===== config.mk =====
export PLATFORM = sky130hd
export DESIGN_NAME = btn_conditioner
export DESIGN_NICKNAME = d
export VERILOG_FILES = /design/src/rtl/btn_conditioner_pkg.sv /design/src/rtl/btn_debounce.sv /design/src/rtl/btn_conditioner.sv
export SDC_FILE = /design/constraint.sdc
export NUM_CORES = 1
export LEC_CHECK = 0
export BUFFER_PORTS_ARGS = -buffer_cell sky130_fd_sc_hd__buf_4
export CORE_UTILIZATION = 55
export CTS_BUF_LIST = sky130_fd_sc_hd__clkbuf_8
export CTS_CLUSTER_DIAMETER = 30
export DETAILED_ROUTE_END_ITERATION = 16
export PLACE_DENSITY = 0.76
export SLEW_MARGIN = 20
export SYNTH_ARGS = -nofsm -noshare
export SYNTH_HDL_FRONTEND = slang
export SYNTH_SLANG_ARGS = --single-unit

===== constraint.sdc =====
create_clock -name pclk -period 2.25 [get_ports pclk]
set_input_delay 0.45 -clock pclk [delete_from_list [all_inputs] [get_ports pclk]]
set_output_delay 0.45 -clock pclk [all_outputs]
set_load 0.02 [all_outputs]

===== src/rtl/btn_conditioner_pkg.sv =====
// Shared constants for the push-button conditioner: default debounce time,
// counter width and the button index order used for packed button vectors.
package btn_conditioner_pkg;

  // 10 ms at a 65 MHz pixel clock
  localparam int unsigned DEBOUNCE_CYCLES_DEF = 650000;
  localparam int unsigned CNT_W               = 20;

  localparam int unsigned BTN_R = 0;
  localparam int unsigned BTN_U = 1;
  localparam int unsigned BTN_D = 2;
  localparam int unsigned BTN_L = 3;

endpackage : btn_conditioner_pkg


===== src/rtl/btn_debounce.sv =====
// One button channel: two-flop synchronizer, qualification counter, stable
// level register and a registered single-cycle press pulse on 0->1 acceptance.
module btn_debounce
  import btn_conditioner_pkg::*;
#(
  parameter int unsigned DEBOUNCE_CYCLES = DEBOUNCE_CYCLES_DEF
) (
  input  logic clk_i,
  input  logic rst_ni,
  input  logic raw_i,
  output logic pulse_o,
  output logic lvl_o
);

  localparam logic [CNT_W-1:0] CNT_LAST = CNT_W'(DEBOUNCE_CYCLES - 1);

  logic             sync1_q, sync2_q;
  logic             stable_q, stable_d;
  logic [CNT_W-1:0] cnt_q, cnt_d;
  logic             pulse_q, pulse_d;

  // Any cycle where sync2 agrees with stable clears the count, so a bounce
  // back to the old level restarts qualification from zero.
  always_comb begin
    stable_d = stable_q;
    cnt_d    = '0;
    pulse_d  = 1'b0;
    if (sync2_q != stable_q) begin
      if (cnt_q >= CNT_LAST) begin
        stable_d = sync2_q;
        pulse_d  = sync2_q;
      end else begin
        cnt_d = cnt_q + 1'b1;
      end
    end
  end

  always_ff @(posedge clk_i or negedge rst_ni) begin
    if (!rst_ni) begin
      sync1_q  <= 1'b0;
      sync2_q  <= 1'b0;
      stable_q <= 1'b0;
      cnt_q    <= '0;
      pulse_q  <= 1'b0;
    end else begin
      sync1_q  <= raw_i;
      sync2_q  <= sync1_q;
      stable_q <= stable_d;
      cnt_q    <= cnt_d;
      pulse_q  <= pulse_d;
    end
  end

  assign pulse_o = pulse_q;
  assign lvl_o   = stable_q;

endmodule : btn_debounce


===== src/rtl/btn_conditioner.sv =====
// Four independent debounce channels for the board push-buttons, plus an
// any-press strobe for the game FSM.
module btn_conditioner
  import btn_conditioner_pkg::*;
#(
  parameter int unsigned DEBOUNCE_CYCLES = DEBOUNCE_CYCLES_DEF
) (
  input  logic pclk,
  input  logic rst_n,
  input  logic btnR_raw,
  input  logic btnU_raw,
  input  logic btnD_raw,
  input  logic btnL_raw,
  output logic btnR,
  output logic btnU,
  output logic btnD,
  output logic btnL,
  output logic btnR_lvl,
  output logic btnU_lvl,
  output logic btnD_lvl,
  output logic btnL_lvl,
  output logic any_btn
);

  logic [3:0] press;
  logic [3:0] lvl;

  btn_debounce #(.DEBOUNCE_CYCLES(DEBOUNCE_CYCLES)) u_btn_r (
    .clk_i(pclk), .rst_ni(rst_n), .raw_i(btnR_raw),
    .pulse_o(press[BTN_R]), .lvl_o(lvl[BTN_R])
  );

  btn_debounce #(.DEBOUNCE_CYCLES(DEBOUNCE_CYCLES)) u_btn_u (
    .clk_i(pclk), .rst_ni(rst_n), .raw_i(btnU_raw),
    .pulse_o(press[BTN_U]), .lvl_o(lvl[BTN_U])
  );

  btn_debounce #(.DEBOUNCE_CYCLES(DEBOUNCE_CYCLES)) u_btn_d (
    .clk_i(pclk), .rst_ni(rst_n), .raw_i(btnD_raw),
    .pulse_o(press[BTN_D]), .lvl_o(lvl[BTN_D])
  );

  btn_debounce #(.DEBOUNCE_CYCLES(DEBOUNCE_CYCLES)) u_btn_l (
    .clk_i(pclk), .rst_ni(rst_n), .raw_i(btnL_raw),
    .pulse_o(press[BTN_L]), .lvl_o(lvl[BTN_L])
  );

  assign btnR     = press[BTN_R];
  assign btnU     = press[BTN_U];
  assign btnD     = press[BTN_D];
  assign btnL     = press[BTN_L];
  assign btnR_lvl = lvl[BTN_R];
  assign btnU_lvl = lvl[BTN_U];
  assign btnD_lvl = lvl[BTN_D];
  assign btnL_lvl = lvl[BTN_L];
  assign any_btn  = |press;

endmodule : btn_conditioner

# Yosys cells after proc, flatten, opt, wreduce, memory -nomap -nowiden
# Index checks and enable logic that the tools add are counted.
[totals] ff_bits=96 latch_bits=0 mem_bits_rw=0 mem_bits_ro=0 output_inout_bits=9 elab_cells=53 memories=0
[op_classes] add_sub_neg=4 n_mul=0 n_div=0 n_lt_le_gt_ge=4 eq_ne=4 n_shift=0 mux=16 n_bitwise=0 n_reduce_logical=5
[ops] operator="$mux W20" n=8
[ops] operator="$add A20 B1 Y20 const B" n=4
[ops] operator="$ge A20 B20 Y1 const B" n=4
[ops] operator="$mux W1" n=8
[ops] operator="$reduce_and A2 Y1" n=4
[ops] operator="$ne A1 B1 Y1" n=4
[ops] operator="$reduce_or A4 Y1" n=1

# Longest topological paths before layout
[depth] ltp_word=3 mapped_depth=7 mapped_depth_nobuf=5

# Modules after synthesis
# From an unflattened synthesis, not the netlist that was laid out.
[unflattened] cells_unflattened=433 area_unflattened_um2=4642.0
[by_module_without_submodules] module="btn_debounce" n_inst=4 cells_each=108 area_each_um2=1158.6 seq_area_each_um2=600.6
[by_module_without_submodules] module="btn_conditioner" n_inst=1 cells_each=1 area_each_um2=7.5 seq_area_each_um2=0.0

# Worst setup path after synthesis
# Ideal clock, no wire load.
[synth_timing] path_type="flip-flop to flip-flop" from="register u_btn_d.cnt_q[0]" to="register u_btn_d.cnt_q[18]" setup_time_ps=94 arrival_ps=1854 required_time_ps=2156 slack_ps=302 stages_incl_launch_ff=6 path_buffers=0 cell_sequence="dfrtp_1 -> ha_1 -> nand3_1 -> or4_1 -> or3_1 -> a211oi_1"
[synth_between] elab_chain_len=3
[synth_rtl] element="from (decl)" line_no="btn_debounce.sv:19" source="logic [CNT_W-1:0] cnt_q, cnt_d;"
[synth_rtl] element="from (signal assigned)" line_no="btn_debounce.sv:49" source="cnt_q <= cnt_d;"
[synth_rtl] element="$add A20 B1 Y20 or $ge A20 B20 Y1 (tied branches)" line_no="btn_debounce.sv:33, btn_debounce.sv:29"
[synth_rtl] element="$mux W20 (*)" line_no="btn_debounce.sv:29" source="if (cnt_q >= CNT_LAST) begin"
[synth_rtl] element="$mux W20 (*)" line_no="btn_debounce.sv:28" source="if (sync2_q != stable_q) begin"
[synth_rtl] element="net u_btn_d.cnt_d[18]" line_no="btn_debounce.sv:19"
# The timed path passes the listed nets; every way through them passes the cells marked *.
# A chain may end at the register's enable or synchronous reset.

# Final worst setup path
# Same ends and word-level chain as after synthesis.

==> results.md <==
* Status: complete, no violations
* DIE HEIGHT at 93.52 µm
* Required time worst endpoint at 2.52 ns
* Number of global-route vias before repair at 3,318
* Cell row count at 33
* Worst Skew at 0.01487 ns
* Rel. slew slack at 0.5787
* Synth Cell Area at 4607 µm²
* Flop2flop setup slack at 0.16 ns
* Arrival time at the worst endpoint at 2.36 ns
* Starting Density at 0.5635
* Endpoint class of the critical path: flop
* Number of routed nets with antenna violations at 0
* Postcts setup bufs at 0
* Fillers at 665
* Maxcap violations at 0
* Least-Margin Pin Slew at 0.6274 ns
* Clock buffer depth at 2
* Placed cell count at 554
* Critical path class: flop to flop
* Startpoint Class: flop
* Critical Path Max Stage Delay at 0.60 ns
* Tcrit/Tclk final at 0.9270
* Cell area after layout at 5054 µm²
* Register area share after synthesis at 0.5215
* Post-Synthesis Net Count at 452
* Final number of hold-violating endpoints at 0
* Fraction of the mapped netlist area in simple logic gates at 0.2490
* Layout cells sized above 1 at 0.1056
* Largest net degree at the start of global routing at 42
* Clk_lat worst skew at 0.37 ns
* R2r worst-path depth at 5
* Total Power at 2888 µW
* Post-Route WL at 8350 µm
* # IOs at 15
* Fin Hold WS at 0.04499 ns
* Area grow syn2layout at 9.696%
* Via count at 3,397
* Commonest cells after routing, fill and taps aside: dfrtp_1 (96), nor3_1 (42), xor2_1 (31)
* TritonCTS clock tree: yes
* Fmax at 479.4 MHz
* Post-synthesis area per instance at 10.42 µm²
* Crit path cell chain: ha_1, nand3_1, or4_4, or3_1, a211oi_1
* DRC at 0
* Clk slew on worst S/H paths at 0.10 ns
* Final setup fails at 0
* H-tree levels at 3
* Area occupied by registers at 2402 µm²
* Post-DP Area at 4881 µm²
* Synth Area in XOR/XNOR at 0.1046
* Root buffer cell: clkbuf_8
* Compound-cell area share of the yosys netlist at 0.08121
* Wirelength per Cell at 14.67 µm
* Setup tns final at 0 ns
* Mapped Cells at 442
* Synth cell types at 37
* Leak at 0.002134 µW
* Period minus WS final at 2.086 ns
* Worst vdd ir at 370.8 µV
* CTS Buf Count at 9
* Multi-input gate area at 2102 µm²
* Die Area at 8746 µm²
* PD cells at 571.5 nW/µm²
* CP max FO at 6
* Antenna violations before repair at 0
* Total gr overflow at 0
* RSZ-0062 raised after global routing: false
* Area of the core at 8175 µm²
* Dpl hpwl at 5802 µm
* Vias per cell at 5.970
* Yosys reg bits at 96
* Tot GR Track Use at 0.2154
* Max Slew Vio Count at 0
* Buffers on Ports at 14
* Global-route wire length before repair at 14,720 µm
* Final Non-Filler Cells at 569
* CP max stage cell: or4_4
* Nets at 470
* Initial detailed-routing violation count at 149
* Most common cell after layout, fill and taps aside: dfrtp_1
* Ant. Diodes at 0
* Worst hold path class: input pin to async pin
* DRT Pass-1 Iters at 4
* Main combinational cell family by area after synthesis: simple AND/OR/NAND/NOR gates
* Die X at 93.52 µm
* Adder-cell area share of the yosys netlist at 0.01086
* Yosys Warn Count at 0
* Final GP Congestion at 0.7857
* Mux cell area share after synthesis at 0.009777
* Clock sink total at 96
[stage by stage]
stage	setup slack [ns]	utilization
after floorplan	0.3022	-
after global placement	0.2255	0.5970
after detailed placement	0.1413	0.5970
after CTS	0.1056	0.6177
after global routing	0.005629	0.6182
final	0.1642	0.6182
[cell type report]
type,count,share of cell area
clock buffer,9,0.02451
clock inverter,6,0.008913
inverter,7,0.005199
multi-input combinational,318,0.4159
sequential,96,0.4754
tap,105,0.02600
timing repair buffer,28,0.04407
[path summary, 6_finish.rpt]
kind / from / endpoint
min reg2reg: u_btn_l.sync1_q / u_btn_l.sync2_q
max: u_btn_d.cnt_q[0] / u_btn_d.cnt_q[18]
max reg2reg: u_btn_d.cnt_q[0] / u_btn_d.cnt_q[18]
max in group asynchronous: rst_n / u_btn_r.cnt_q[0]
min: rst_n / u_btn_u.cnt_q[13]
min in group pclk: btnU_raw / u_btn_u.sync1_q
[registers in the layout, indices dropped and copies added (netlist names), 20 cells and up]
register,cells
u_btn_u.cnt_q,20
u_btn_d.cnt_q,20
u_btn_r.cnt_q,20
u_btn_l.cnt_q,20
[cell families after synthesis]
family	Yosys count
AOI/OAI and AO/OA	57
xor gates and xnor gates	55
adders and majority gates	4
buffers and inverters	28
DFF	96
muxes	4
and+or+nand+nor	198
[Yosys cell counts (all sizes together)]
cell type,instances,area (µm²)
a211o,4,35.03
a211oi,18,140.1
a21oi,6,30.03
a221o,1,10.01
a22o,2,17.52
a22oi,1,7.510
a31oi,1,6.260
and2,3,18.77
and3,11,68.82
and3b,3,26.28
and4,11,96.34
and4b,1,10.01
buf,1,5.000
clkbuf,20,75.07
dfrtp,96,2402
ha,4,50.05
inv,7,26.28
mux2,4,45.04
nand2,16,60.06
nand3,29,157.7
nand4,22,137.6
nand4bb,3,33.78
nor2,18,67.56
nor2b,1,6.260
nor3,42,210.2
nor3b,4,30.03
nor4,6,37.54
nor4b,2,17.52
o211ai,2,15.01
o21a,1,7.510
o21ai,21,105.1
or3,21,131.4
or4,5,37.54
xnor2,24,210.2
xor2,31,271.5
[report_power, final]
group	switching (µW)	internal, µW	leakage (µW)
clock	611	402	0.0000835
combinational	69.1	37.4	0.000738
sequential	20.3	1750	0.00131
total	701	2190	0.00213
[repair_timing]
item                       CTS  global route
setup endpoints to repair    0             2
hold endpoints to repair     0             0
hold buffers                 0             0
gates resized for setup      0             1
[routing by layer]
metal | global-route usage | routed length, µm | part of all wire
met3 | 0.04146 | 228 | 0.027
met5 | 0 | 0 | 0
met1 | 0.2790 | 3940 | 0.47
met4 | 0.07821 | 123 | 0.015
met2 | 0.3609 | 4059 | 0.49
[critical path, delay by kind of cell (launching register included)]
kind | cells | cell delay (ns)
AND/OR/NAND/NOR | 3 | 1.15
flip-flops | 1 | 0.40
AO/OA/AOI/OAI | 1 | 0.24
adder cells (fa/ha/maj) | 1 | 0.22
Note: power is estimated with default switching activity, not from simulation.
